## src/rtl/uart_rx_ctrl.sv

```systemverilog
// uart_rx_ctrl: oversampling 8N1 UART receiver behind a 2-FF input synchroniser.
// Each good frame updates data_o with a one-cycle data_v_o strobe; a low stop bit pulses frame_err_o.
module uart_rx_ctrl #(
   parameter int CLKS_PER_BIT    = 16,
   parameter int UART_DATA_WIDTH = 8
) (
   input  logic                       clk_i,
   input  logic                       rst_n_i,
   input  logic                       rx_i,
   output logic [UART_DATA_WIDTH-1:0] data_o,
   output logic                       data_v_o,
   output logic                       frame_err_o,
   output logic                       busy_o
);

   localparam int CW = $clog2(CLKS_PER_BIT);
   localparam int IW = (UART_DATA_WIDTH > 1) ? $clog2(UART_DATA_WIDTH) : 1;
   localparam logic [CW-1:0] HALF_LAST = CW'(CLKS_PER_BIT / 2 - 1);
   localparam logic [CW-1:0] BIT_LAST  = CW'(CLKS_PER_BIT - 1);
   localparam logic [IW-1:0] IDX_LAST  = IW'(UART_DATA_WIDTH - 1);

   typedef enum logic [2:0] {
      S_BREAK,
      S_IDLE,
      S_START,
      S_DATA,
      S_STOP
   } state_e;

   state_e                     state_q, state_d;
   logic [CW-1:0]              bit_ctr_q, bit_ctr_d;
   logic [IW-1:0]              bit_idx_q, bit_idx_d;
   logic [UART_DATA_WIDTH-1:0] sh_q, sh_d;
   logic [UART_DATA_WIDTH-1:0] data_d;
   logic                       data_v_d, frame_err_d;
   logic                       rx_meta, rx_s;

   // NOTE: the synchroniser resets to the idle level so reset release never mimics a start bit.
   always_ff @(posedge clk_i or negedge rst_n_i) begin
      if (!rst_n_i) begin
         rx_meta <= 1'b1;
         rx_s    <= 1'b1;
      end else begin
         rx_meta <= rx_i;
         rx_s    <= rx_meta;
      end
   end

   // NOTE: every signal gets a default before the case so no path leaves it unassigned (no latches).
   always_comb begin
      state_d     = state_q;
      bit_ctr_d   = bit_ctr_q;
      bit_idx_d   = bit_idx_q;
      sh_d        = sh_q;
      data_d      = data_o;
      data_v_d    = 1'b0;
      frame_err_d = 1'b0;
      case (state_q)
         S_BREAK: begin
            if (rx_s) state_d = S_IDLE;
         end
         S_IDLE: begin
            if (!rx_s) begin
               state_d   = S_START;
               bit_ctr_d = '0;
            end
         end
         S_START: begin
            if (bit_ctr_q == HALF_LAST) begin
               bit_ctr_d = '0;
               bit_idx_d = '0;
               state_d   = rx_s ? S_IDLE : S_DATA;
            end else begin
               bit_ctr_d = bit_ctr_q + 1'b1;
            end
         end
         S_DATA: begin
            if (bit_ctr_q == BIT_LAST) begin
               bit_ctr_d = '0;
               sh_d      = {rx_s, sh_q[UART_DATA_WIDTH-1:1]};
               if (bit_idx_q == IDX_LAST) state_d = S_STOP;
               else                       bit_idx_d = bit_idx_q + 1'b1;
            end else begin
               bit_ctr_d = bit_ctr_q + 1'b1;
            end
         end
         S_STOP: begin
            if (bit_ctr_q == BIT_LAST) begin
               bit_ctr_d = '0;
               if (rx_s) begin
                  data_d   = sh_q;
                  data_v_d = 1'b1;
                  state_d  = S_IDLE;
               end else begin
                  frame_err_d = 1'b1;
                  state_d     = S_BREAK;
               end
            end else begin
               bit_ctr_d = bit_ctr_q + 1'b1;
            end
         end
         default: state_d = S_BREAK;
      endcase
   end

   // NOTE: state is updated with non-blocking assignments so all flops see pre-edge values.
   always_ff @(posedge clk_i or negedge rst_n_i) begin
      if (!rst_n_i) begin
         state_q     <= S_BREAK;
         bit_ctr_q   <= '0;
         bit_idx_q   <= '0;
         sh_q        <= '0;
         data_o      <= '0;
         data_v_o    <= 1'b0;
         frame_err_o <= 1'b0;
      end else begin
         state_q     <= state_d;
         bit_ctr_q   <= bit_ctr_d;
         bit_idx_q   <= bit_idx_d;
         sh_q        <= sh_d;
         data_o      <= data_d;
         data_v_o    <= data_v_d;
         frame_err_o <= frame_err_d;
      end
   end

   assign busy_o = (state_q == S_START) || (state_q == S_DATA) || (state_q == S_STOP);

endmodule

```

## config.mk

```make
export PLATFORM = sky130hd
export DESIGN_NAME = uart_rx_ctrl
export DESIGN_NICKNAME = d
export VERILOG_FILES = /design/src/rtl/uart_rx_ctrl.sv
export SDC_FILE = /design/constraint.sdc
export NUM_CORES = 1
export LEC_CHECK = 0
export ABC_AREA = 0
export CORE_MARGIN = 2
export CORE_UTILIZATION = 49
export DETAILED_ROUTE_END_ITERATION = 8
export GPL_ROUTABILITY_DRIVEN = 0
export PLACE_DENSITY = 0.76
export SETUP_SLACK_MARGIN = 0.4
export SLEW_MARGIN = 20
export SYNTH_ARGS = -nofsm -noshare
export SYNTH_HDL_FRONTEND = slang
export SYNTH_SLANG_ARGS = --single-unit
```

## constraint.sdc

```tcl
create_clock -name clk_i -period 1.8 [get_ports clk_i]
set_input_delay 0.54 -clock clk_i [delete_from_list [all_inputs] [get_ports clk_i]]
set_output_delay 0.54 -clock clk_i [all_outputs]
set_load 0.005 [all_outputs]
```

* Yosys cells after proc, flatten, opt, wreduce, memory -nomap -nowiden
Cells that the tools add are included.
Storage, ports and cells: register bits after elaboration 30, bits in latches 0, RAM bits 0, ROM bits 0, logic and storage cells 59, memories kept 0
Cells by class: $add $sub $neg 2, $mul 0, div/mod/pow operators 0, $lt $le $gt $ge 0, equality and inequality tests 14, shift operators 0, multiplexer cells 23, bitwise operators 0, reductions and logical operators 11
Operators by type and width (number):
- 3-bit 2-to-1 mux | 9
- 3-bit one-hot mux with 5 select lines | 1
- 2-bit != test, second input constant | 7
- 4-bit 2-to-1 mux | 3
- 4-bit one-hot mux with 3 select lines | 1
- 1-bit 2-to-1 mux | 7
- 3-bit by 2-bit equality test with 1-bit output, second input constant | 2
- 3-bit equality test, second input constant | 2
- 3-bit one-hot mux with 2 select lines | 1
- 6-bit AND reduction | 1
- 4-bit by 1-bit adder with 4-bit output, second input constant | 1
- 4-bit by 3-bit equality test with 1-bit output, second input constant | 1
- 4-bit equality test, second input constant | 1
- 2-bit AND reduction | 2
- 4-bit AND reduction | 1
- 3-bit by 1-bit adder with 3-bit output, second input constant | 1
- 3-bit by 1-bit equality test with 1-bit output, second input constant | 1
- 3-bit zero test | 1
- 3-bit AND reduction | 1
- 3-bit nonzero test | 1
- 1-bit logical OR | 2
- 2-bit 2-to-1 mux | 1
- 2-bit nonzero test | 1
- 2-bit OR reduction | 1

* Logic depth before layout (Yosys ltp)
depth after elaboration 4, depth in mapped cells 6, depth with buffers taken out 5

* Worst setup path before layout
No wires, ideal clock.
kind register to register, start register bit_ctr_q[0], end register sh_q[0], setup time 0.125 ns, arrival time 1.533 ns, data required time 1.675 ns, path slack 0.143 ns, stages on the path, launching flop included 5, buffers on the path 0, clock period less this slack 1.657 ns, path through dfrtp_1 -> ha_1 -> nand3_2 -> nor3_4 -> mux2_2
On the way: word-level cells in the longest chain between the ends 2
RTL lines:
- from (decl) | RTL line 31 | logic [CW-1:0] bit_ctr_q, bit_ctr_d;
- from (signal assigned) | RTL line 118 | bit_ctr_q <= bit_ctr_d;
- 4-bit equality test | RTL line 78 | if (bit_ctr_q == BIT_LAST) begin
- 2-bit AND reduction (no line)
- to (signal assigned) | RTL line 112 | sh_q <= '0;
- to (signal assigned) | RTL line 120 | sh_q <= sh_d;
- to (decl) | RTL line 33 | logic [UART_DATA_WIDTH-1:0] sh_q, sh_d;
No other way between the ends. A chain may end at the register's enable or synchronous reset.

* Final worst setup path
start register state_q[1], end output port busy_o
On the way: word-level cells in the longest chain between the ends 3, elaborated cells between the ends (all ways) 5
RTL lines:
- from (decl) | RTL line 30 | state_e state_q, state_d;
- from (signal assigned) | RTL line 117 | state_q <= state_d;
- 3-bit by 2-bit equality test with 1-bit output | RTL line 127 | assign busy_o = (state_q == S_START) || (state_q == S_DATA) || (state_q == S_STOP);
- 1-bit logical OR | RTL line 127
- 1-bit logical OR (*) | RTL line 127
- to (decl) | RTL line 13 | output logic busy_o
Every way passes the cells marked *; elsewhere a longest branch is shown, timed or not.

==> results.py <==
metrics = {
    "clock_network": {
        "clock_sinks": 30,
        "clk_path_buf_depth": 2,
        "worstSkewPairLatency_ps": 340,
        "postCtsHoldBufs": 0,
        "clk_pin_slew_worst_paths_ps": 100,
        "numCtsBuffers": 5,
        "cts_tree": "built",
        "cts-root-buf": "clkbuf_4",
        "h-tree-depth": 2,
    },
    "final_layout": {
        "fill_cells": 98,
        "utilization_pct": 87.6,
        "finalNonFillerCells": 211,
        "antenna_cells": 0,
        "final_cell_area_um2": 2350,
        "layout-drive-gt1-share_pct": 69.4,
        "areaGrowthSynthToFinish_pct": 74.5,
        "nNetsFinal": 185,
    },
    "critical_path": {
        "cp-start-kind": "flop",
        "timing.rr.end": "data_o[7]",
        "r2r-start": "state_q[1]",
        "critPathMaxFanout": 2,
        "cp.required_ps": 1260,
        "critPathKind": "flop to output pin",
        "critPathArrivalTime_ps": 1410,
        "cp-end-kind": "output pin",
        "r2r_slack_ps": -130,
        "worst-r2r-cell-count": 7,
    },
    "sta": {
        "max_freq_ghz": 0.512,
        "hold_viol_final": 0,
        "maxSlewHeadroom_pct": 72.0,
        "setup_tns_ps": -1390,
        "rsz0062_at_grt": "true",
        "fin_ws_ps": -152,
        "skew_ps": 13.2,
        "setup_viol": 13,
        "worstMarginPinSlew_ps": 417,
        "slew_violations": 0,
        "fin_crit_sh_pct": 108,
        "finalCriticalPeriod_ps": 1950,
    },
    "logic_synthesis": {
        "synth_top_area_share_pct": 51.9,
        "yosys_register_bits": 30,
        "yosys_warnings": 0,
        "syn_area_per_cell_um2": 12.6,
        "synth.distinct_cells": 34,
        "synthTopCellsByArea": "dfrtp_1 52%, mux2_2 13%, dfstp_2 3.9%",
        "synth_area_leader_cell": "dfrtp_1",
        "syn_nets": 113,
        "ys_seq_area_share_pct": 55.8,
        "postSynthCellCount": 107,
        "synth_area_um2": 1350,
    },
    "route": {
        "viasPerCell": 5.83,
        "drtIter0Drc": 42,
        "post_drt_wl_per_cell_um": 22.1,
        "drc_errors": 0,
        "ant_nets": 0,
        "firstDrtPassIters": 4,
        "wl_um": 4670,
        "num_vias": 1231,
    },
    "floorplan": {
        "die_x_um": 56.5,
        "die_h_um": 56.5,
        "die_area_um2": 3190,
        "core_area_um2": 2690,
        "ios": 14,
        "core.rowCount": 19,
        "initial_core_util_pct": 50.2,
    },
    "status": {
        "violations": "negative setup slack",
        "status": "finished, violations left",
    },
    "pwr": {
        "power.density_nw_per_um2": 1150,
        "power_mw": 2.71,
        "p_leak_nw": 1.13,
        "vdd_ir_drop_max_mv": 1.39,
    },
    "min_path": {
        "hold_end": "rx_s",
        "hold_depth": 0,
        "hold_start": "rx_meta",
        "min_path_type": "flop to flop",
    },
    "global_route": {
        "grt_pass1_wl_um": 6270,
        "grt_pass1_vias": 1262,
        "grt_usage_pct": 26.0,
        "grt-ovfl-total": 0,
        "grt_max_degree": 31,
        "antenna_found_initial": 0,
    },
    "place": {
        "placed_area_um2": 1650,
        "port_buffers": 13,
        "place_inst": 156,
        "dp_hpwl_um": 1710,
    },
    "run": {
        "drv_cap": 0,
    },
}
## layer usage
metal / vias up / wire (um) / share of wire (%) / track usage [%]
li1: 541 / - / - / -
met1: 610 / 1870 / 40 / 32.9
met2: 64 / 2270 / 49 / 44.7
met3: 16 / 344 / 7.4 / 6.45
met4: 0 / 181 / 3.9 / 6.46
met5: - / 0 / 0 / 0
## layout by cell type (no fill, tap or decap), types with 2 or more instances in the layout
master and instances:
nor3_4 3, ha_4 2, o21ai_0 3, clkbuf_4 5, buf_2 11, clkdlybuf4s50_1 2
buf_4 32, bufinv_16 2, nor2_1 2, a22o_1 2, inv_1 3, dfstp_2 2
o21ai_2 2, a21oi_2 3, buf_6 21, dfrtp_1 27, a21oi_1 3, mux2_4 16
nand2b_4 2
## logic make-up after synthesis
group	after synthesis	synth area share [%]
buffers and inverters	8	2.41
adders and majority gates	3	2.78
DFF	30	55.8
muxes	17	14.1
xor gates and xnor gates	2	1.30
and+or+nand+nor	23	12.0
AOI/OAI and AO/OA	24	11.6
## metrics by stage
| step | worst slack, ps | hold WS, ps |
|---|---|---|
| finish | -152 | 381 |
| CTS | -63.2 | 363 |
| global placement | -57.4 | 346 |
| detailed placement | -89.7 | 349 |
| floorplan | 166 | 244 |
| global route | -182 | 382 |
## how the worst max path moves through the flow
| stage | start | cells after the start | slack [ps] | end |
|---|---|---|---|---|
| 2_1_floorplan | state_q[2] | 4 | 170 | data_o[0] |
| 3_5_place_dp | state_q[0] | 3 | -90 | busy_o |
| 3_3_place_gp | state_q[0] | 3 | -60 | busy_o |
| 6_report | state_q[1] | 3 | -150 | busy_o |
| 4_1_cts | state_q[1] | 3 | -60 | busy_o |
| 5_1_grt | state_q[2] | 3 | -180 | busy_o |
## worst max-delay path, stage by stage, from the launching register on
cell,delay (ps)
dfrtp_1,440
or3b_4,450
nand2_2,80
buf_2,110
## power breakdown
group | switching [mW] | internal, mW | total [mW]
combinational | 0.462 | 0.550 | 1.01
clock | 0.254 | 0.470 | 0.725
sequential | 0.175 | 0.798 | 0.973
total | 0.891 | 1.82 | 2.71
## layout make-up
type,instances,area [um2],area share [%]
repair buffers,69,614,26.1
well taps,31,38.8,1.65
multi-input cells,69,816,34.7
clock inverters,2,60.1,2.55
clock buffers,6,51.3,2.18
inverters,4,18.8,0.797
flip-flops and latches,30,754,32.1
## state kept, by name, summed over array words and instances, names as in the netlist
| name | cells |
|---|---|
| rx_meta | 1 |
| frame_err_o | 1 |
| rx_s | 1 |
| bit_idx_q | 3 |
| bit_ctr_q | 4 |
| data_v_o | 1 |
| sh_q | 8 |
| data_o | 8 |
| state_q | 3 |
## what timing repair did
action,in CTS,in global routing
buffers inserted,32,13
cloned,2,0
endpoints found under the setup margin,34,38
resized for setup,87,24
pin swaps,15,8
## synthesized netlist by cell type (all sizes together)
library cell  number
dfrtp             28
mux2              16
a21oi              7
o21ai              5
inv                4
ha                 3
nand2              3
nand2b             3
nor2               3
nor3               3
a22o               2
a31oi              2
buf                2
clkbuf             2
dfstp              2
nand3              2
nor2b              2
nor4b              2
o2bb2ai            2
xnor2              2
a21o               1
a311oi             1
a32o               1
a41oi              1
and2b              1
and3               1
mux2i              1
nor3b              1
o22ai              1
o31ai              1
or3                1
or3b               1
(Power assumes the default switching activity.)
